**config.mk**
```make
export PLATFORM = sky130hd
export DESIGN_NAME = otf_to_binary
export DESIGN_NICKNAME = d
export VERILOG_FILES = /design/src/rtl/otf_pkg.sv /design/src/rtl/otf_append.sv /design/src/rtl/otf_to_binary.sv
export SDC_FILE = /design/constraint.sdc
export NUM_CORES = 1
export LEC_CHECK = 0
export CORE_UTILIZATION = 40
export CTS_BUF_LIST = sky130_fd_sc_hd__clkbuf_2
export DETAILED_ROUTE_END_ITERATION = 12
export GPL_TIMING_DRIVEN = 0
export PLACE_DENSITY_LB_ADDON = 0.08
export SLEW_MARGIN = 20
export SYNTH_ARGS = -nofsm -noshare
export SYNTH_HDL_FRONTEND = slang
export SYNTH_SLANG_ARGS = --single-unit
```
**constraint.sdc**
```tcl
create_clock -name clk -period 2 [get_ports clk]
set_clock_uncertainty 0.05 [all_clocks]
set_input_delay 0.2 -clock clk [delete_from_list [all_inputs] [get_ports clk]]
set_output_delay 0.2 -clock clk [all_outputs]
set_load 0.005 [all_outputs]
```
**src/rtl/otf_pkg.sv**
```systemverilog
// Shared digit encodings, FSM state type and digit decoder for the
// online-to-conventional converter.
package otf_pkg;

    localparam logic [1:0] DIGIT_POS = 2'b10;
    localparam logic [1:0] DIGIT_NEG = 2'b01;

    typedef enum logic {
        ACCUM = 1'b0,
        DONE  = 1'b1
    } state_t;

    typedef struct packed {
        logic pos;
        logic zero;
        logic neg;
    } digit_dec_t;

    // Both 2'b00 and 2'b11 encode zero.
    function automatic digit_dec_t decode_digit(input logic [1:0] d);
        digit_dec_t r;
        r.pos  = (d == DIGIT_POS);
        r.neg  = (d == DIGIT_NEG);
        r.zero = !(r.pos || r.neg);
        return r;
    endfunction

endpackage

```
**src/rtl/otf_append.sv**
```systemverilog
// On-the-fly conversion step: appends one signed digit to Q and QM (QM = Q - 1 ulp).
// Only the low N bits of Q/QM feed the result; the old sign bit shifts out.
module otf_append
    import otf_pkg::*;
#(
    parameter int unsigned N = 8
) (
    input  logic [N-1:0] q_low,
    input  logic [N-1:0] qm_low,
    input  logic [1:0]   digit,
    output logic [N:0]   q_next_c,
    output logic [N:0]   qm_next_c
);

    digit_dec_t dec;

    always_comb begin
        dec       = decode_digit(digit);
        q_next_c  = {q_low, 1'b0};
        qm_next_c = {qm_low, 1'b1};
        case ({dec.pos, dec.zero, dec.neg})
            3'b100: begin
                q_next_c  = {q_low, 1'b1};
                qm_next_c = {q_low, 1'b0};
            end
            3'b001: begin
                q_next_c  = {qm_low, 1'b1};
                qm_next_c = {qm_low, 1'b0};
            end
            default: ;
        endcase
    end

endmodule

```
**src/rtl/otf_to_binary.sv**
```systemverilog
// Serial MSD-first signed-digit to two's-complement converter (N digits -> N+1 bits).
// Optional res_zero output enabled by defining OTF_ZERO_FLAG_EN.
module otf_to_binary
    import otf_pkg::*;
#(
    parameter int unsigned N = 8
) (
    input  logic         clk,
    input  logic         rst_n,
    input  logic [1:0]   x,
    input  logic         In_vld,
    output logic         In_rdy,
    output logic [N:0]   res,
    output logic         Out_vld,
    input  logic         Out_rdy
`ifdef OTF_ZERO_FLAG_EN
    ,
    output logic         res_zero
`endif
);

    localparam int unsigned W  = N + 1;
    localparam int unsigned CW = (N > 1) ? $clog2(N) : 1;

    state_t         state;
    logic [W-1:0]   q;
    logic [W-1:0]   qm;
    logic [CW-1:0]  cnt;
    logic [W-1:0]   q_next_c;
    logic [W-1:0]   qm_next_c;
    logic           accept_c;
    logic           out_hs_c;
    logic           last_c;

    assign accept_c = In_vld && In_rdy;
    assign out_hs_c = Out_vld && Out_rdy;
    assign last_c   = (cnt == CW'(N - 1));

    otf_append #(.N(N)) u_append (
        .q_low     (q[N-1:0]),
        .qm_low    (qm[N-1:0]),
        .digit     (x),
        .q_next_c  (q_next_c),
        .qm_next_c (qm_next_c)
    );

    // Word assembly, digit counter and both handshakes.
    always_ff @(posedge clk or negedge rst_n) begin
        if (!rst_n) begin
            state   <= ACCUM;
            q       <= '0;
            qm      <= '1;
            cnt     <= '0;
            res     <= '0;
            Out_vld <= 1'b0;
            In_rdy  <= 1'b1;
        end else begin
            case (state)
                ACCUM: begin
                    if (accept_c) begin
                        q  <= q_next_c;
                        qm <= qm_next_c;
                        if (last_c) begin
                            res     <= q_next_c;
                            Out_vld <= 1'b1;
                            In_rdy  <= 1'b0;
                            state   <= DONE;
                        end else begin
                            cnt <= cnt + CW'(1);
                        end
                    end
                end
                DONE: begin
                    if (out_hs_c) begin
                        Out_vld <= 1'b0;
                        In_rdy  <= 1'b1;
                        q       <= '0;
                        qm      <= '1;
                        cnt     <= '0;
                        state   <= ACCUM;
                    end
                end
                default: state <= ACCUM;
            endcase
        end
    end

`ifdef OTF_ZERO_FLAG_EN
    // A zero result is non-redundant only when every digit of the word is zero.
    always_ff @(posedge clk or negedge rst_n) begin
        if (!rst_n) begin
            res_zero <= 1'b1;
        end else if (out_hs_c) begin
            res_zero <= 1'b1;
        end else if (accept_c) begin
            res_zero <= res_zero && decode_digit(x).zero;
        end
    end
`endif

    a_qm_tracks_q: assert property (@(posedge clk) disable iff (!rst_n)
        (q - qm) == W'(1));

    a_rdy_vld_exclusive: assert property (@(posedge clk) disable iff (!rst_n)
        In_rdy != Out_vld);

    a_hold_when_stalled: assert property (@(posedge clk) disable iff (!rst_n)
        (Out_vld && !Out_rdy) |=> (Out_vld && $stable(res)));

endmodule

```
Yosys cells after proc, flatten, opt, wreduce, memory -nomap -nowiden
Cells that the tools add are included.
{"block": "op_classes", "addsub": 1, "eq_ne": 9, "muxes": 24, "bitwise": 1, "n_reduce_logical": 8}
{"operator": "$pmux 8 s2", "n": 3}
{"operator": "$mux 8", "n": 4}
{"operator": "$pmux 9 s2", "n": 1}
{"operator": "$mux 1", "n": 9}
{"operator": "$mux 3", "n": 3}
{"operator": "$reduce_and 3->1", "n": 3}
{"operator": "$eq 3x3->1 const B", "n": 2}
{"operator": "$ne 2x2->1 const B", "n": 3}
{"operator": "$pmux 1 s2", "n": 3}
{"operator": "$pmux 3 s2", "n": 1}
{"operator": "$add 3x1->3 const B", "n": 1}
{"operator": "$eq 3x1->1 const B", "n": 1}
{"operator": "$eq 2x1->1 const B", "n": 1}
{"operator": "$eq 2x2->1 const B", "n": 1}
{"operator": "$logic_and 1x1->1", "n": 2}
{"operator": "$ne 2x1->1 const B", "n": 1}
{"operator": "$reduce_and 2->1", "n": 1}
{"operator": "$logic_not 1->1", "n": 1}
{"operator": "$logic_or 1x1->1", "n": 1}
{"operator": "$not 1->1", "n": 1}
{"block": "totals", "reg_bits": 31, "elab_cells": 50, "inputBits": 6}

Longest topological paths before layout
Gate-level depths: netlist of run 1.
{"block": "depth", "depth_word": 7, "mapped_depth": 6}

Hierarchy
Synthesis of run 1 repeated with hierarchy kept, for this count alone.
{"block": "hier_totals", "cells_unflattened": 112, "area_unflattened_um2": 1496.4}
{"mod": "otf_to_binary", "instances": 1, "seq_area_each_um2": 787.0, "cells_per_inst": 83, "area_per_inst_um2": 1262.5}
{"mod": "otf_append", "instances": 1, "seq_area_each_um2": 0.0, "cells_per_inst": 29, "area_per_inst_um2": 234.0}

Least setup slack after synthesis of run 1
No wires, ideal clock.
{"block": "synth_path", "kind": "reg2reg", "startpoint": "register cnt[0]", "endpoint": "register res[1]", "synth_period_minus_slack_ns": 1.441, "setup_time_ns": 0.132, "setup_slack_ns": 0.559, "t_arrival_ns": 1.259, "path_stages_with_launch": 6, "required_time_ns": 1.818, "cell_sequence": "dfrtp_1 > ha_1 > ha_1 > nand4b_1 > clkbuf_1 > o21ai_1"}
{"block": "synth_between", "elab_chain_len": 2}
{"element": "start: declaration", "line_no": "otf_to_binary.sv:28", "source": "logic [CW-1:0] cnt;"}
{"element": "start signal: assignment", "line_no": "otf_to_binary.sv:69", "source": "cnt <= cnt + CW'(1);"}
{"element": "$eq 3x3->1", "line_no": "otf_to_binary.sv:37", "source": "assign last_c = (cnt == CW'(N - 1));"}
{"element": "$reduce_and 3->1 (no source line)"}
{"element": "end signal: assignment", "line_no": "otf_to_binary.sv:64", "source": "res <= q_next_c;"}
{"element": "end: declaration", "line_no": "otf_to_binary.sv:13", "source": "output logic [N:0] res,"}
Every way passes these cells.
A chain may end at the register's enable or synchronous reset.

Final worst setup path of run 1
{"block": "layout_path", "startpoint": "register In_rdy", "endpoint": "output port In_rdy"}
{"element": "start: declaration", "line_no": "otf_to_binary.sv:12", "source": "output logic In_rdy,"}
{"element": "start signal: assignment", "line_no": "otf_to_binary.sv:56", "source": "In_rdy <= 1'b1;"}
{"element": "start signal: assignment", "line_no": "otf_to_binary.sv:66", "source": "In_rdy <= 1'b0;"}
{"element": "start signal: assignment", "line_no": "otf_to_binary.sv:76", "source": "In_rdy <= 1'b1;"}
No word-level cell between the ends.

==> results.md, run 1 <==
- Outcome: complete, no violations
- Post-Route WL: 2840 um
- Critical path cell sequence: clkdlybuf4s50_1
- Critical Path RT: between 1.5 and 2 ns
- Cell Area, Synth: about 1400 um2
- Die H: 61.8 um
- Grt ovf: 0
- P per Cell Area: around 580 nW/um2
- WS Path Type: register to output pin
- EDFF count, synth: 0
- Startpoint types: register
- # placed instances: between 150 and 200
- Top cells by count, synth: dfrtp_1 (22), nand2_1 (18), inv_1 (12)
- WHS: 0.327 ns
- Layout cells sized above 1: ~20%
- Top cell type by total area after synthesis: dfrtp_1
- WP depth: 1
- Worst r2r path cells: 5
- Post-cts resize count: 0
- Drt wl/cell: 14.0 um
- Final setup vio count: 0
- Grt met2 use: 28.9%
- Final hold violation count: 0
- FP Rows: 21
- RSZ-0062 raised after global routing: false
- Crit path time final: between 1.5 and 2 ns
- Cts bufs inserted: 5
- Hpwl dp: roughly 2000 um
- Most used routing layer: met2
- Clk slew on worst S/H paths: ~0.16 ns
- Gpl congestion: about 0.68
- Slew headroom: between 50% and 60%
- Remaining antenna violation count: 0
- Global-route wire length before repair: around 4600 um
- Die Wd: slightly above 60 um
- Post-Syn Area per Cell: around 11 um2
- Peak supply drop: 0.390 mV
- Fin. max-slew vios: 0
- Placement Cell Area: between 1500 and 2000 um2
- Vias per cell: about 5.3
- Cts hold-fix bufs: 1
- TritonRoute pass-1 iters: 4
- Clk sinks: 31
- Least-Margin Pin Slew: about 0.69 ns
- Synth Net Count: between 100 and 150
- Core area: ~3400 um2
- Max Root-Sink Buffers: 2
- Root buffer cell: clkbuf_2
- N_diodes: 0
- Buffers on Ports: 16
- Io pins: 17
- Flops & latches, synth: 31
- Layout Nets: approximately 170
- # DRC: 0
- Tcrit/Tclk final: ~86%
- Number of global-route vias before repair: around 990
- Setup_tns: 0 ns
- Top-area cell type share of the netlist area: 38.4%
- Max_cap viols: 0
- Routing usage on met3: under 10%
- Lkg Pwr: 0.768 nW
- Top_reg_cell synth: dfrtp_1
- Met1 Use GR: a little over a fifth
- Ys async rst share: 100%
- Initial antenna violation count: 0
- Final instance area: around 1700 um2
- Critical path buffer and inverter count: 1
- Post-synthesis sequential area ratio: a little over half
- Clk Latency, worst-skew pair: 0.37 ns
- CTS tree: built
- Critical Path End Type: output pin
- Setup Buffers After CTS: 0
- Pin count of the biggest net entering global routing: 32
- Top cells by area, synth: dfrtp_1 (38%), dfstp_2 (17%), o2bb2ai_1 (5.5%)
- Initial Util: ~42%
- R2R Setup Slk: around 0.34 ns
- Cell count after synthesis: ~130
- Crit path max-delay cell type: dfstp_2
- RR Startpoint: cnt[0]$_DFFE_PN0P_
- Yosys warning count: 0
- Area Growth Syn to Fin: 18.3%
- CP peak stage delay: 0.59 ns
- Class of the worst hold path: primary input to asynchronous set/reset pin
- Via count: 1061
- Most frequent cell after synthesis: dfrtp_1
- Unique cell type count in the Yosys netlist: 29
- R2R Path End: res[3]$_DFFE_PN0P_
- CP arrival: about 1.5 ns
- Critical path peak fanout: 5
- Starting DRT DRC Count: 31
- Fmax: a little under 600 MHz
- Final Non-Filler Cells: between 200 and 250
- H-Tree Depth: 2
- Gate family responsible for the most delay along the worst path: flip-flops
- Die area: ~3800 um2
- All-layer global routing usage: about 18%
## flip-flops by register name (all words and copies together) (netlist names)
register,flops
In_rdy,1
Out_vld,1
cnt,3
q,8
qm,8
res,9
state,1
## power breakdown
part	internal (mW)	leakage [nW]	switching (mW)
Sequential	0.628	0.392	0
Clock	0.0858	0.0304	0.205
Combinational	0.0220	0.346	0.0384
## layout make-up
type / count / area (um2)
repair buffers: 17 / 165
multi-input cells: 79 / 541
inverters: 12 / 45.0
well taps: 46 / 57.6
plain buffers: 9 / 60.1
fillers: 315 / 1700
flip-flops and latches: 31 / 787
clock inverters: 2 / 8.76
clock buffers: 6 / 30.0
## layer usage
layer | part of all wire, % | vias up
li1 | - | 516
met5 | 0 | -
met4 | 1.3 | 0
met1 | 46 | 516
met3 | 3.8 | 6
met2 | 49 | 23
## per-stage QoR
stage | util [%] | setup WS [ns] | total power [mW]
floorplan | - | 0.559 | 0.668
global placement | 48.7 | -0.0513 | 0.699
detailed placement | 48.5 | -0.0805 | 0.699
CTS | 50.0 | 0.274 | 0.994
global route | 50.0 | 0.200 | 1.03
finish | 50.0 | 0.289 | 0.979
## worst max-delay path by stage
stage	from	to	slack (ns)
finish	In_rdy$_DFFE_PN1P_	In_rdy	0.29
global route	cnt[0]$_DFFE_PN0P_	res[8]$_DFFE_PN0P_	0.20
CTS	In_rdy$_DFFE_PN1P_	In_rdy	0.27
detailed placement	x[0]	q[5]$_DFFE_PN0P_	-0.08
global placement	x[0]	q[5]$_DFFE_PN0P_	-0.05
floorplan	cnt[0]$_DFFE_PN0P_	res[1]$_DFFE_PN0P_	0.56
## cells by family after synthesis
group / after synthesis / synth area share, %
buf+inv: 21 / 7.34
compound gates: 45 / 23.7
fa+ha+maj: 4 / 3.49
simple gates: 30 / 10.6
flops: 31 / 54.9
## cells in the final DEF (no fill, tap or decap), drive strengths merged, types with 2 or more instances in the layout
cell           count
inv               12
clkbuf             9
nand2             18
dfrtp             22
o2bb2ai            9
a21oi              9
o21ai             10
nor2b              2
buf                7
clkinv             2
a221oi             7
dfstp              9
a22oi              8
ha                 4
clkdlybuf4s50     15
or2                2
Note: power is estimated with default switching activity, not from simulation.
==> run 2, diff against run 1 <==
--- a/config.mk
+++ b/config.mk
@@ -5,6 +5,7 @@
 export SDC_FILE = /design/constraint.sdc
 export NUM_CORES = 1
 export LEC_CHECK = 0
+export CORE_ASPECT_RATIO = 0.8
 export CORE_UTILIZATION = 40
 export CTS_BUF_LIST = sky130_fd_sc_hd__clkbuf_2
 export DETAILED_ROUTE_END_ITERATION = 12
==> run 2 against run 1 <==
Worst hold slack better by 0.021 ns. Non-clock buffer count unchanged. Register-to-register slack hardly changed. Worst setup slack got worse by 0.0045 ns. Clock power about the same. Global-route usage grew 1.4 points. Core utilization down 0.68 points. Via count down 0.94%. Die area is essentially flat.
==> results.md, run 2 (synthesized netlist as in run 1, its figures left out) <==
- Outcome: complete, no violations (unchanged)
- Largest regs: res x9, q x8, qm x8 (unchanged)
- Final hold violation count: 0 (unchanged)
- # DRC: 0 (unchanged)
- Crit path time final: 1.72 ns (was 1.71 ns)
- Setup Buffers After CTS: 0 (unchanged)
- Global-route wire length before repair: 5200 um (was 4630 um)
- Initial Util: 41.8% (was 42.3%)
- CTS tree: built (unchanged)
- Clk Latency, worst-skew pair: 0.35 ns (was 0.37 ns)
- Root buffer cell: clkbuf_2 (unchanged)
- Max Root-Sink Buffers: 2 (unchanged)
- Final setup vio count: 0 (unchanged)
- Pin count of the biggest net entering global routing: 32 (unchanged)
- Critical Path RT: 2.20 ns (was 1.75 ns)
- Starting DRT DRC Count: 75 (was 31)
- Post-cts resize count: 0 (unchanged)
- Remaining antenna violation count: 0 (unchanged)
- Clk sinks: 31 (unchanged)
- WS Path Type: primary input to register (was register to output pin)
- Cts bufs inserted: 5 (unchanged)
- Gpl congestion: 0.756 (was 0.685)
- H-Tree Depth: 2 (unchanged)
- Die area: 3830 um2 (was 3820 um2)
- Die Wd: 68.9 um (was 61.8 um)
- Slew headroom: 55.7% (was 54.3%)
- Startpoint types: primary input (was register)
- Most frequent cells in the layout: dfrtp_1 (22), nand2_1 (18), clkdlybuf4s50_1 (15) (unchanged)
- Max_cap viols: 0 (unchanged)
- Peak supply drop: 0.359 mV (was 0.390 mV)
- Core area: 3420 um2 (was 3390 um2)
- Grt ovf: 0 (unchanged)
- Fin. max-slew vios: 0 (unchanged)
- Layout cells sized above 1: 19.9% (was 20.5%)
- FP Rows: 19 (was 21)
- Die H: 55.5 um (was 61.8 um)
- Hpwl dp: 2010 um (was 2050 um)
- Clk slew on worst S/H paths: 0.15 ns (was 0.16 ns)
- WHS: 0.348 ns (was 0.327 ns)
- Area Growth Syn to Fin: 17.8% (was 18.3%)
- Post-Route WL: 2830 um (was 2840 um)
- Class of the worst hold path: primary input to asynchronous set/reset pin (unchanged)
- Crit path max-delay cell type: clkdlybuf4s50_1 (was dfstp_2)
- Least-Margin Pin Slew: 0.664 ns (was 0.686 ns)
- Fmax: 583 MHz (was 584 MHz)
- Critical path peak fanout: 8 (was 5)
- P per Cell Area: 579 nW/um2 (was 578 nW/um2)
- RSZ-0062 raised after global routing: false (unchanged)
- CP arrival: 1.92 ns (was 1.46 ns)
- Io pins: 17 (unchanged)
- Biggest register: res (unchanged)
- Layout Nets: 165 (unchanged)
- Lkg Pwr: 0.766 nW (was 0.768 nW)
- Tcrit/Tclk final: 85.8% (was 85.6%)
- Final Power: 0.977 mW (was 0.979 mW)
- Critical path cell sequence: clkdlybuf4s50_1 -> inv_1 -> ha_1 -> or2_1 -> clkbuf_1 -> a22oi_1 -> o2bb2ai_1 (was clkdlybuf4s50_1)
- CP peak stage delay: 0.48 ns (was 0.59 ns)
- Critical Path End Type: register (was output pin)
- TritonRoute pass-1 iters: 4 (unchanged)
- Drt wl/cell: 14.3 um (was 14.0 um)
- N_diodes: 0 (unchanged)
- Final core occ: 49.3% (was 50.0%)
- Vias per cell: 5.31 (was 5.25)
- Most common cell after layout, fill and taps aside: dfrtp_1 (unchanged)
- Max FFs per register: 9 (unchanged)
- Initial antenna violation count: 0 (unchanged)
- All-layer global routing usage: 18.9% (was 17.5%)
- Buffers on Ports: 16 (unchanged)
- Via count: 1051 (was 1061)
- Number of global-route vias before repair: 1056 (was 989)
==> run 2: worst paths after layout <==
| check | startpoint | to | slack, ns | cells past startpoint |
|---|---|---|---|---|
| worst max register to register | cnt[0]$_DFFE_PN0P_ | res[2]$_DFFE_PN0P_ | 0.34 | 5 |
| min in group clk | Out_rdy | In_rdy$_DFFE_PN1P_ | 0.41 | 3 |
| worst min-delay path | rst_n | state$_DFF_PN0_ | 0.35 | 2 |
| worst min register to register | qm[7]$_DFFE_PN1P_ | qm[7]$_DFFE_PN1P_ | 0.43 | 2 |
| worst max-delay path | x[0] | q[4]$_DFFE_PN0P_ | 0.28 | 7 |
| max in group asynchronous | rst_n | q[3]$_DFFE_PN0P_ | 1.12 | 2 |
==> run 2: layer usage <==
layer  vias to the layer above  routed length, um  global-route usage (%)
met3                         2                 92                    8.06
met5                         -                  0                       0
met2                        14               1260                    25.7
li1                        513                  -                       -
met1                       522               1460                    27.5
met4                         0                 13                    4.96
==> run 2: metrics by stage <==
stage	instances	TNS [ns]	instance area (um2)	setup WS, ns
floorplan	131	0	1430	0.559
global placement	189	-0.840	1650	-0.120
detailed placement	189	-1.09	1640	-0.128
CTS	198	0	1690	0.271
global route	198	0	1690	0.177
finish	198	0	1690	0.284
==> run 2: where the power goes <==
| part | switching [mW] | internal [mW] |
|---|---|---|
| Clock | 0.205 | 0.0842 |
| Sequential | 0 | 0.628 |
| Combinational | 0.0386 | 0.0219 |
==> run 2: what timing repair did <==
| item | 4_1_cts | 5_1_grt |
|---|---|---|
| hold endpoints to repair | 22 | 0 |
| setup endpoints to repair | 0 | 0 |
| hold buffers | 1 | 0 |
==> run 2: final cells by class <==
class	count	area [um2]
fill	343	1740
sequential	31	787
multi-input combinational	79	541
timing repair buffer	17	165
buffer	9	60.1
tap	42	52.6
inverter	12	45.0
clock buffer	6	30.0
clock inverter	2	7.51
==> run 2: critical path: cells and delay by family <==
kind	cells	cell delay [ns]
AO/OA/AOI/OAI	2	0.39
buffers and inverters	3	0.73
AND/OR/NAND/NOR	1	0.23
adder cells (fa/ha/maj)	1	0.36
==> run 3, diff against run 2 <==
--- a/config.mk
+++ b/config.mk
@@ -5,10 +5,12 @@
 export SDC_FILE = /design/constraint.sdc
 export NUM_CORES = 1
 export LEC_CHECK = 0
+export CAP_MARGIN = 40
 export CORE_ASPECT_RATIO = 0.8
 export CORE_UTILIZATION = 40
 export CTS_BUF_LIST = sky130_fd_sc_hd__clkbuf_2
 export DETAILED_ROUTE_END_ITERATION = 12
+export DONT_BUFFER_PORTS = 1
 export GPL_TIMING_DRIVEN = 0
 export PLACE_DENSITY_LB_ADDON = 0.08
 export SLEW_MARGIN = 20
==> run 3 against run 2 <==
Design area decreased by 7.3%. Worst hold slack lost 0.32 ns. Sequential power about the same. Clock power increased by 8.7%. Via count decreased by 1.4%. Highest routed layer unchanged.
==> results.md, run 3 (synthesized netlist as in run 1, its figures left out) <==
- Outcome: complete, no violations (unchanged)
- N_diodes: 0 (unchanged)
- Max FFs per register: 9 (unchanged)
- Final setup vio count: 0 (unchanged)
- Lkg Pwr: 0.728 nW (was 0.766 nW)
- All-layer global routing usage: 18.4% (was 18.9%)
- R2R Setup Slk: 0.29 ns (was 0.34 ns)
- Global-route wire length before repair: 5060 um (was 5200 um)
- Die H: 55.5 um (unchanged)
- Initial antenna violation count: 0 (unchanged)
- Clk sinks: 31 (unchanged)
- Class of the worst hold path: primary input to register (was primary input to asynchronous set/reset pin)
- Fin. max-slew vios: 0 (unchanged)
- Root buffer cell: clkbuf_2 (unchanged)
- Cts bufs inserted: 5 (unchanged)
- CTS tree: built (unchanged)
- Drt wl/cell: 15.9 um (was 14.3 um)
- Most frequent cells in the layout: dfrtp_1 (22), nand2_1 (18), inv_1 (12) (was dfrtp_1 (22), nand2_1 (18), clkdlybuf4s50_1 (15))
- Least-Margin Pin Slew: 0.501 ns (was 0.664 ns)
- Grt ovf: 0 (unchanged)
- Vias per cell: 5.63 (was 5.31)
- Remaining antenna violation count: 0 (unchanged)
- Biggest register: res (unchanged)
- Core area: 3420 um2 (unchanged)
- Hold path start: In_vld
- RSZ-0062 raised after global routing: false (unchanged)
- WS Path Type: register to register (was primary input to register)
- Tcrit/Tclk final: 85.3% (was 85.8%)
- Slew headroom: 66.5% (was 55.7%)
- Worst hold stages: 2
- Setup crit start: cnt[0]$_DFFE_PN0P_ (was x[0])
- Gpl congestion: 0.800 (was 0.756)
- CP arrival: 1.91 ns (was 1.92 ns)
- H-Tree Depth: 2 (unchanged)
- R2R Path End: res[6]$_DFFE_PN0P_ (was res[2]$_DFFE_PN0P_)
- Io pins: 17 (unchanged)
- Final Power: 1.00 mW (was 0.977 mW)
- Peak supply drop: 0.276 mV (was 0.359 mV)
- Hpwl dp: 2010 um (about the same)
- Clk Latency, worst-skew pair: 0.37 ns (was 0.35 ns)
- Post-cts resize count: 0 (unchanged)
- Critical Path RT: 2.20 ns (about the same)
- Final core occ: 45.7% (was 49.3%)
- Max_cap viols: 0 (unchanged)
- Most common cell after layout, fill and taps aside: dfrtp_1 (unchanged)
- Worst r2r path cells: 5 (unchanged)
- Area Growth Syn to Fin: 9.26% (was 17.8%)
- Post-Route WL: 2930 um (was 2830 um)
- Critical path peak fanout: 10 (was 8)
- Startpoint types: register (was primary input)
- Buffers on Ports: 0 (was 16)
- Starting DRT DRC Count: 78 (was 75)
- Critical Path End Type: register (unchanged)
- Hold endpoint: res[8]$_DFFE_PN0P_
- Setup_tns: 0 ns (unchanged)
- Via count: 1036 (was 1051)
- Clk slew on worst S/H paths: 0.16 ns (was 0.15 ns)
- Die Wd: 68.9 um (unchanged)
- FP Rows: 19 (unchanged)
- Fmax: 586 MHz (was 583 MHz)
- Pin count of the biggest net entering global routing: 32 (unchanged)
- Die area: 3830 um2 (unchanged)
- Max Root-Sink Buffers: 2 (unchanged)
- P per Cell Area: 640 nW/um2 (was 579 nW/um2)
- Largest regs: res x9, q x8, qm x8 (unchanged)
- # DRC: 0 (unchanged)
- Initial Util: 41.8% (unchanged)
- Number of global-route vias before repair: 1036 (was 1056)
- Layout cells sized above 1: 23.2% (was 19.9%)
- Final hold violation count: 0 (unchanged)
- RR Startpoint: cnt[0]$_DFFE_PN0P_ (unchanged)
- Crit path time final: 1.71 ns (was 1.72 ns)
- TritonRoute pass-1 iters: 4 (unchanged)
- Layout Nets: 151 (was 165)
-- run 3: cell types whose count changed in the layout (fill, tap and decap cells not counted) --
cell	previous run	this run
clkbuf_2	6	8
buf_2	4	3
clkinv_1	2	0
buf_12	0	1
clkdlybuf4s50_1	15	0
dlygate4sd3_1	1	2
-- run 3: cell type report --
| class | instances | area (um2) |
|---|---|---|
| plain buffers | 9 | 60.1 |
| well taps | 42 | 52.6 |
| flip-flops and latches | 31 | 787 |
| inverters | 12 | 45.0 |
| multi-input cells | 79 | 541 |
| clock buffers | 8 | 40.0 |
| repair buffers | 3 | 40.0 |
| fillers | 343 | 1860 |
-- run 3: timing repair --
| action | in CTS | in global routing |
|---|---|---|
| hold buffers | 3 | 0 |
| setup buffers | 0 | 0 |
| endpoints found under the setup margin | 0 | 0 |
| hold endpoints to repair | 34 | 0 |
-- run 3: where the power goes --
group          leakage (nW)  switching [mW]  internal, mW
Combinational         0.303          0.0393        0.0200
Sequential            0.392               0         0.628
Clock                0.0332           0.211         0.103
-- run 3: worst max-delay path, cell delays in order, from the launching register on --
cell,delay [ns]
dfrtp_1,0.43
ha_1,0.22
ha_1,0.24
nand4b_1,0.17
clkbuf_1,0.38
o21ai_1,0.12
-- run 3: worst max path at each step --
stage	slack, ns	depth (start not counted)	endpoint
2_1_floorplan	0.56	5	res[1]$_DFFE_PN0P_
3_3_place_gp	0.36	5	res[2]$_DFFE_PN0P_
6_report	0.29	5	res[6]$_DFFE_PN0P_
4_1_cts	0.30	5	res[7]$_DFFE_PN0P_
5_1_grt	0.15	5	res[2]$_DFFE_PN0P_
3_5_place_dp	0.31	5	res[7]$_DFFE_PN0P_
-- run 3: layer usage --
metal / vias to the layer above / wire, um / global-route usage, %
li1: 483 / - / -
met1: 517 / 1450 / 27.3
met2: 29 / 1280 / 24.5
met3: 7 / 153 / 5.58
met4: 0 / 50 / 7.87
met5: - / 0 / 0
-- run 3: per-stage QoR --
stage          worst slack, ns  hold slack (ns)  area, um2  instances
2_1_floorplan            0.559           -0.146       1430        131
3_3_place_gp             0.364           -0.145       1490        173
3_5_place_dp             0.312           -0.145       1490        173
4_1_cts                  0.303           0.0112       1570        184
5_1_grt                  0.150           0.0117       1570        184
6_report                 0.293           0.0255       1570        184
